`config.mk`:
```
export PLATFORM = sky130hd
export DESIGN_NAME = change_dispenser_flat
export DESIGN_NICKNAME = d
export VERILOG_FILES = /design/src/rtl/change_dispenser_if.sv /design/src/rtl/change_dispenser.sv /design/src/flat_wrapper.sv
export SDC_FILE = /design/constraint.sdc
export NUM_CORES = 1
export LEC_CHECK = 0
export CORE_MARGIN = 3
export CORE_UTILIZATION = 60
export CTS_BUF_LIST = sky130_fd_sc_hd__clkbuf_2 sky130_fd_sc_hd__clkbuf_4 sky130_fd_sc_hd__clkbuf_8
export CTS_CLUSTER_SIZE = 40
export DETAILED_ROUTE_END_ITERATION = 10
export DONT_BUFFER_PORTS = 1
export PLACE_DENSITY = 0.76
export SLEW_MARGIN = 20
export SYNTH_ARGS = -nofsm -noshare
export SYNTH_HDL_FRONTEND = slang
export SYNTH_SLANG_ARGS = --single-unit
```
`constraint.sdc`:
```
create_clock -name sys_clk -period 3.05 [get_ports sys_clk]
set_clock_uncertainty 0.05 [all_clocks]
set_input_delay 0.915 -clock sys_clk [delete_from_list [all_inputs] [get_ports sys_clk]]
set_output_delay 0.915 -clock sys_clk [all_outputs]
set_load 0.01 [all_outputs]
```
`src/rtl/change_dispenser_if.sv`:
```
// Handshake bundle between the transaction FSM / coin ejector (master side)
// and the change dispenser (slave side).
interface change_dispenser_if;
    logic       start;
    logic [7:0] change_money;
    logic [4:0] stock_empty;
    logic       coin_ack;
    logic       coin_req;
    logic [4:0] coin_sel;
    logic       busy;
    logic       done;
    logic       error;
    logic [7:0] remaining;
    logic [7:0] coin_count;

    modport master (
        output start, change_money, stock_empty, coin_ack,
        input  coin_req, coin_sel, busy, done, error, remaining, coin_count
    );

    modport slave (
        input  start, change_money, stock_empty, coin_ack,
        output coin_req, coin_sel, busy, done, error, remaining, coin_count
    );
endinterface

```
`src/rtl/change_dispenser.sv`:
```
// Greedy coin-by-coin change payout (50/20/10/5/1) with a req/ack handshake
// to the ejector, inter-coin gap and per-coin ack timeout.
module change_dispenser #(
    parameter int GAP_CYCLES     = 4,
    parameter int TIMEOUT_CYCLES = 1024
) (
    input logic               sys_clk,
    input logic               sys_rst_n,
    change_dispenser_if.slave bus
);
    localparam int CNT_MAX = (TIMEOUT_CYCLES > GAP_CYCLES) ? TIMEOUT_CYCLES : GAP_CYCLES;
    localparam int CW      = $clog2(CNT_MAX + 1);

    typedef enum logic [2:0] {IDLE, SELECT, REQ, GAP, DONE, ERR} state_e;

    state_e          state_q, state_d;
    logic [7:0]      remaining_q, remaining_d;
    logic [7:0]      count_q, count_d;
    logic [CW-1:0]   cnt_q, cnt_d;
    logic [4:0]      sel_q, sel_d;
    logic            req_q, req_d;
    logic            busy_q, busy_d;
    logic            done_q, done_d;
    logic            err_q, err_d;
    logic [4:0]      pick_sel;

    function automatic logic [7:0] coin_val(input logic [4:0] s);
        if (s[4])      return 8'd50;
        else if (s[3]) return 8'd20;
        else if (s[2]) return 8'd10;
        else if (s[1]) return 8'd5;
        else if (s[0]) return 8'd1;
        else           return 8'd0;
    endfunction

    // Largest in-stock denomination not exceeding what is still owed.
    always_comb begin
        pick_sel = '0;
        if (remaining_q >= 8'd50 && !bus.stock_empty[4])      pick_sel = 5'b10000;
        else if (remaining_q >= 8'd20 && !bus.stock_empty[3]) pick_sel = 5'b01000;
        else if (remaining_q >= 8'd10 && !bus.stock_empty[2]) pick_sel = 5'b00100;
        else if (remaining_q >= 8'd5  && !bus.stock_empty[1]) pick_sel = 5'b00010;
        else if (remaining_q >= 8'd1  && !bus.stock_empty[0]) pick_sel = 5'b00001;
    end

    always_ff @(posedge sys_clk or negedge sys_rst_n) begin
        if (!sys_rst_n) state_q <= IDLE;
        else            state_q <= state_d;
    end

    always_comb begin
        state_d = state_q;
        unique case (state_q)
            IDLE:    if (bus.start) state_d = SELECT;
            SELECT:  if (remaining_q == 8'd0) state_d = DONE;
                     else if (pick_sel != '0) state_d = REQ;
                     else                     state_d = ERR;
            REQ:     if (bus.coin_ack)                            state_d = GAP;
                     else if (cnt_q == CW'(TIMEOUT_CYCLES - 1))  state_d = ERR;
            GAP:     if (cnt_q == CW'(GAP_CYCLES - 1)) state_d = SELECT;
            DONE:    state_d = IDLE;
            ERR:     state_d = IDLE;
            default: state_d = IDLE;
        endcase
    end

    // Outputs are computed from the next state so every port comes straight off a flop.
    always_comb begin
        remaining_d = remaining_q;
        count_d     = count_q;
        cnt_d       = '0;
        sel_d       = '0;
        if (state_q == IDLE && bus.start) begin
            remaining_d = bus.change_money;
            count_d     = '0;
        end
        if (state_q == REQ && bus.coin_ack) begin
            remaining_d = remaining_q - coin_val(sel_q);
            if (count_q != 8'hFF) count_d = count_q + 8'd1;
        end
        if (state_d == state_q && (state_q == REQ || state_q == GAP))
            cnt_d = cnt_q + 1'b1;
        if (state_d == REQ)
            sel_d = (state_q == SELECT) ? pick_sel : sel_q;
        req_d  = (state_d == REQ);
        busy_d = (state_d != IDLE);
        done_d = (state_d == DONE);
        err_d  = (state_d == ERR);
    end

    always_ff @(posedge sys_clk or negedge sys_rst_n) begin
        if (!sys_rst_n) begin
            remaining_q <= '0;
            count_q     <= '0;
            cnt_q       <= '0;
            sel_q       <= '0;
            req_q       <= 1'b0;
            busy_q      <= 1'b0;
            done_q      <= 1'b0;
            err_q       <= 1'b0;
        end else begin
            remaining_q <= remaining_d;
            count_q     <= count_d;
            cnt_q       <= cnt_d;
            sel_q       <= sel_d;
            req_q       <= req_d;
            busy_q      <= busy_d;
            done_q      <= done_d;
            err_q       <= err_d;
        end
    end

    assign bus.coin_req   = req_q;
    assign bus.coin_sel   = sel_q;
    assign bus.busy       = busy_q;
    assign bus.done       = done_q;
    assign bus.error      = err_q;
    assign bus.remaining  = remaining_q;
    assign bus.coin_count = count_q;
endmodule
```
`src/flat_wrapper.sv`:
```
// flat-port wrapper written by rule: the top's interface ports become plain ports
module change_dispenser_flat 
#(
    parameter int GAP_CYCLES     = 4,
    parameter int TIMEOUT_CYCLES = 1024
)
  (sys_clk, sys_rst_n, bus_start, bus_change_money, bus_stock_empty, bus_coin_ack, bus_coin_req, bus_coin_sel, bus_busy, bus_done, bus_error, bus_remaining, bus_coin_count);
  change_dispenser_if bus_i ();
  input logic sys_clk;
  input logic sys_rst_n;
  input wire logic [$bits(bus_i.start)-1:0] bus_start;
  input wire logic [$bits(bus_i.change_money)-1:0] bus_change_money;
  input wire logic [$bits(bus_i.stock_empty)-1:0] bus_stock_empty;
  input wire logic [$bits(bus_i.coin_ack)-1:0] bus_coin_ack;
  output wire logic [$bits(bus_i.coin_req)-1:0] bus_coin_req;
  output wire logic [$bits(bus_i.coin_sel)-1:0] bus_coin_sel;
  output wire logic [$bits(bus_i.busy)-1:0] bus_busy;
  output wire logic [$bits(bus_i.done)-1:0] bus_done;
  output wire logic [$bits(bus_i.error)-1:0] bus_error;
  output wire logic [$bits(bus_i.remaining)-1:0] bus_remaining;
  output wire logic [$bits(bus_i.coin_count)-1:0] bus_coin_count;
  assign bus_i.start = bus_start;
  assign bus_i.change_money = bus_change_money;
  assign bus_i.stock_empty = bus_stock_empty;
  assign bus_i.coin_ack = bus_coin_ack;
  assign bus_coin_req = bus_i.coin_req;
  assign bus_coin_sel = bus_i.coin_sel;
  assign bus_busy = bus_i.busy;
  assign bus_done = bus_i.done;
  assign bus_error = bus_i.error;
  assign bus_remaining = bus_i.remaining;
  assign bus_coin_count = bus_i.coin_count;
  change_dispenser #(.GAP_CYCLES(GAP_CYCLES), .TIMEOUT_CYCLES(TIMEOUT_CYCLES)) u_core (.sys_clk(sys_clk), .sys_rst_n(sys_rst_n), .bus(bus_i));
endmodule
```
==> metrics.cfg <==
[synthesis]
synthMuxAreaShare_pct=1.44
synth_top_flop_cell=dfrtp_1
synthCells=237
seq_area_frac_synth_pct=44.9
ys_types=47
synth_simple_gate_area_share_pct=22.7
yosysWarnings=0
ys_ff_latch=39
synth_fa_ha_area_share_pct=5.52
synth_area_sq_um=2170
synth_fp_nets=263
synthArstFlopShare_pct=100
synth_top_family_by_area=simple AND/OR/NAND/NOR gates
synth_area_leaders=dfrtp_1 (45%), nor2_1 (6.2%), nand2_1 (4.7%)
avgSynthCellArea_sq_um=9.18
synth-xor-area-share_pct=5.24
synth_compound_area_share_pct=17.5
yosys.area.top_type_share_pct=44.9
synth_edf_count=0
yosysTopAreaCell=dfrtp_1

[floorplanning]
coreArea_sq_um=3420
pin_count=42
die_x_microns=66.2
start_util_pct=63.7
num_rows=21
die_y_microns=66.2
dieArea_sq_um=4380

[setup_path]
cp-start-kind=flop
crit_buf_inv=1
critPathTopFamily=compound AO/OA/AOI/OAI gates
crit_chain=nor2_1, o21ai_0, nor2_1, ha_1, inv_1, fa_1, a21o_1, a21oi_1, o21bai_1, a211oi_1, mux2i_1, o21a_1
cp_slowest_cell=dfrtp_1
cpPeakStageDelay_ns=0.47
critPathKind=flop to flop
arrival_ns=3.06
worstPathRequired_ns=3.29
critPathCaptureType=flop
crit_top_cell=nor2_1
cp_max_fo=5

[grt]
grt_pass1_wl_mm=8.13
grt_use_total_pct=24.3
grt_max_degree=40
grt_pass1_vias=1726
grt.overflow.total=0
antenna_found_initial=0

[power_and_ir_drop]
power.density_nw_per_um2=864
peakVddDrop_mv=0.429
p_leak_uw=0.000991

[route]
drt-vias-per-instance=6.13
num_vias=1778
drt_iter0_drc=108
wirelength_mm=4.74
route.detailed.drc=0
routedWlPerCell_microns=16.4
drtPass1Iterations=4
antenna_left=0

[timing]
finalMaxSlewViolations=0
setup_viol=0
min_period_over_period_pct=92.2
rsz0062_at_grt=no
finalHoldViolations=0
worst_pin_slew_ns=0.516
setup_tns_ns=0
post-route-min-period_ns=2.81
whs_ns=0.197
fmax_ghz=0.356
layout_setup_ws_ns=0.238
maxSlewHeadroom_pct=65.5

[finish]
multiInputGateArea_sq_um=1140
fin_nets=269
drive_above_1_share_pct=7.38
seq_area_sq_um=976
final_area_sq_um=2320
fillCellCount=283
diodes=0
syn2layout_area_growth_pct=6.62
fin_cells=290

[clock_tree]
cts_tree=yes
post_cts_resized=0
root_buffer=clkbuf_4
htreeDepth=2
clk_pin_slew_ns=0.12
clkLatencyLatePin_ns=0.34
cts.sinks=39
clk_path_buf_depth=2
numCtsBuffers=5
hold_buffers=0
cts_setup_buffers=0

[worst_hold_path]
hold_path.class=primary input to async pin

[run]
cap_violations=0

[placed_design]
pre_cts_ws_ns=0.308
post_dp_cell_area_sq_um=2230
dp_hpwl_mm=3.51
portBuffers=0
place_congestion=0.900
dpl.cell_count=282

[status]
status=complete, no violations

## cells by family (layout without fill, tap and decap cells)
family | count (synthesis) | count (layout)
compound gates | 56 | 56
xor+xnor | 13 | 13
fa+ha+maj | 9 | 9
buf+inv | 14 | 21
flops | 39 | 39
mux | 3 | 3
simple gates | 103 | 103
## state kept, by name, indices dropped and copies added (netlist names)
signal / cells
u_core.cnt_q: 11
u_core.bus.error: 1
u_core.bus.coin_sel: 5
u_core.state_q: 3
u_core.bus.busy: 1
u_core.bus.coin_count: 8
u_core.bus.done: 1
u_core.bus.remaining: 8
u_core.bus.coin_req: 1
## layout make-up
class,count,share of cell area (%)
multi-input combinational,184,49.1
sequential,39,42.1
tap,46,2.48
clock buffer,6,2.21
inverter,10,1.62
clock inverter,2,1.51
timing repair buffer,3,0.971
## routing by layer
metal	wire length [microns]	share of wire (%)	global-route usage, %
met1	2020	43	30.1
met2	2300	48	40.5
met3	346	7.3	6.63
met4	77	1.6	8.63
met5	0	0	0
## synthesized netlist by cell type, types with 2 or more instances
cell	count
o21a_1	3
clkbuf_1	3
a21oi_1	10
nor3b_1	2
nor2_1	36
nand4_1	2
nor2b_1	3
nor3_1	4
inv_1	10
o21bai_1	2
xor2_1	8
o31ai_1	2
nand3_1	10
xnor2_1	5
mux2i_1	2
ha_1	8
nor4_1	4
and3_1	4
nand2_1	27
dfrtp_1	39
nand3b_1	3
a31oi_1	4
a211oi_1	4
o21ai_0	13
a32oi_1	2
a22oi_1	6
## report_power, final
group	switching [uW]	leakage, uW	internal, uW
Combinational	459	0.000432	336
Sequential	217	0.000511	630
Clock	168	0.0000482	194
## per-stage QoR
stage	utilization (%)	power [uW]
2_1_floorplan	-	1460
6_report	67.9	2000
4_1_cts	67.9	2010
3_3_place_gp	65.3	1610
3_5_place_dp	65.3	1640
5_1_grt	67.9	2180
## cells in the final DEF, fill, tap and decap left out, types with 2 or more instances in the layout
cell / netlist / routed
o31ai_1: 2 / 2
xnor2_1: 5 / 5
nand2_1: 27 / 27
a32oi_1: 2 / 2
nor2b_1: 3 / 3
nor3_1: 4 / 4
inv_1: 10 / 10
a21oi_1: 10 / 10
nor3b_1: 2 / 2
nand3b_1: 3 / 3
buf_4: 0 / 3
a31oi_1: 4 / 4
nor2_1: 36 / 36
ha_1: 8 / 8
o21bai_1: 2 / 2
o21a_1: 3 / 3
a22oi_1: 6 / 6
nand3_1: 10 / 10
nor4_1: 4 / 4
nand4_1: 2 / 2
and3_1: 4 / 4
clkbuf_4: 0 / 5
xor2_1: 8 / 8
mux2i_1: 2 / 2
dfrtp_1: 39 / 39
o21ai_0: 13 / 13
a211oi_1: 4 / 4
## path summary, 6_finish.rpt
| path | cells after the start | endpoint | startpoint | slack (ns) |
|---|---|---|---|---|
| max reg2reg | 12 | u_core.bus.remaining[6]$_DFFE_PN0P_ | u_core.bus.coin_sel[3]$_DFFE_PN0P_ | 0.24 |
| max in group asynchronous | 0 | u_core.cnt_q[0]$_DFF_PN0_ | sys_rst_n | 2.67 |
| min reg2reg | 1 | u_core.cnt_q[0]$_DFF_PN0_ | u_core.cnt_q[0]$_DFF_PN0_ | 0.45 |
| min | 0 | u_core.bus.coin_req$_DFF_PN0_ | sys_rst_n | 0.20 |
| max | 12 | u_core.bus.remaining[6]$_DFFE_PN0P_ | u_core.bus.coin_sel[3]$_DFFE_PN0P_ | 0.24 |
| min in group sys_clk | 1 | u_core.cnt_q[0]$_DFF_PN0_ | u_core.cnt_q[0]$_DFF_PN0_ | 0.45 |
Note: power is estimated with default switching activity, not from simulation.
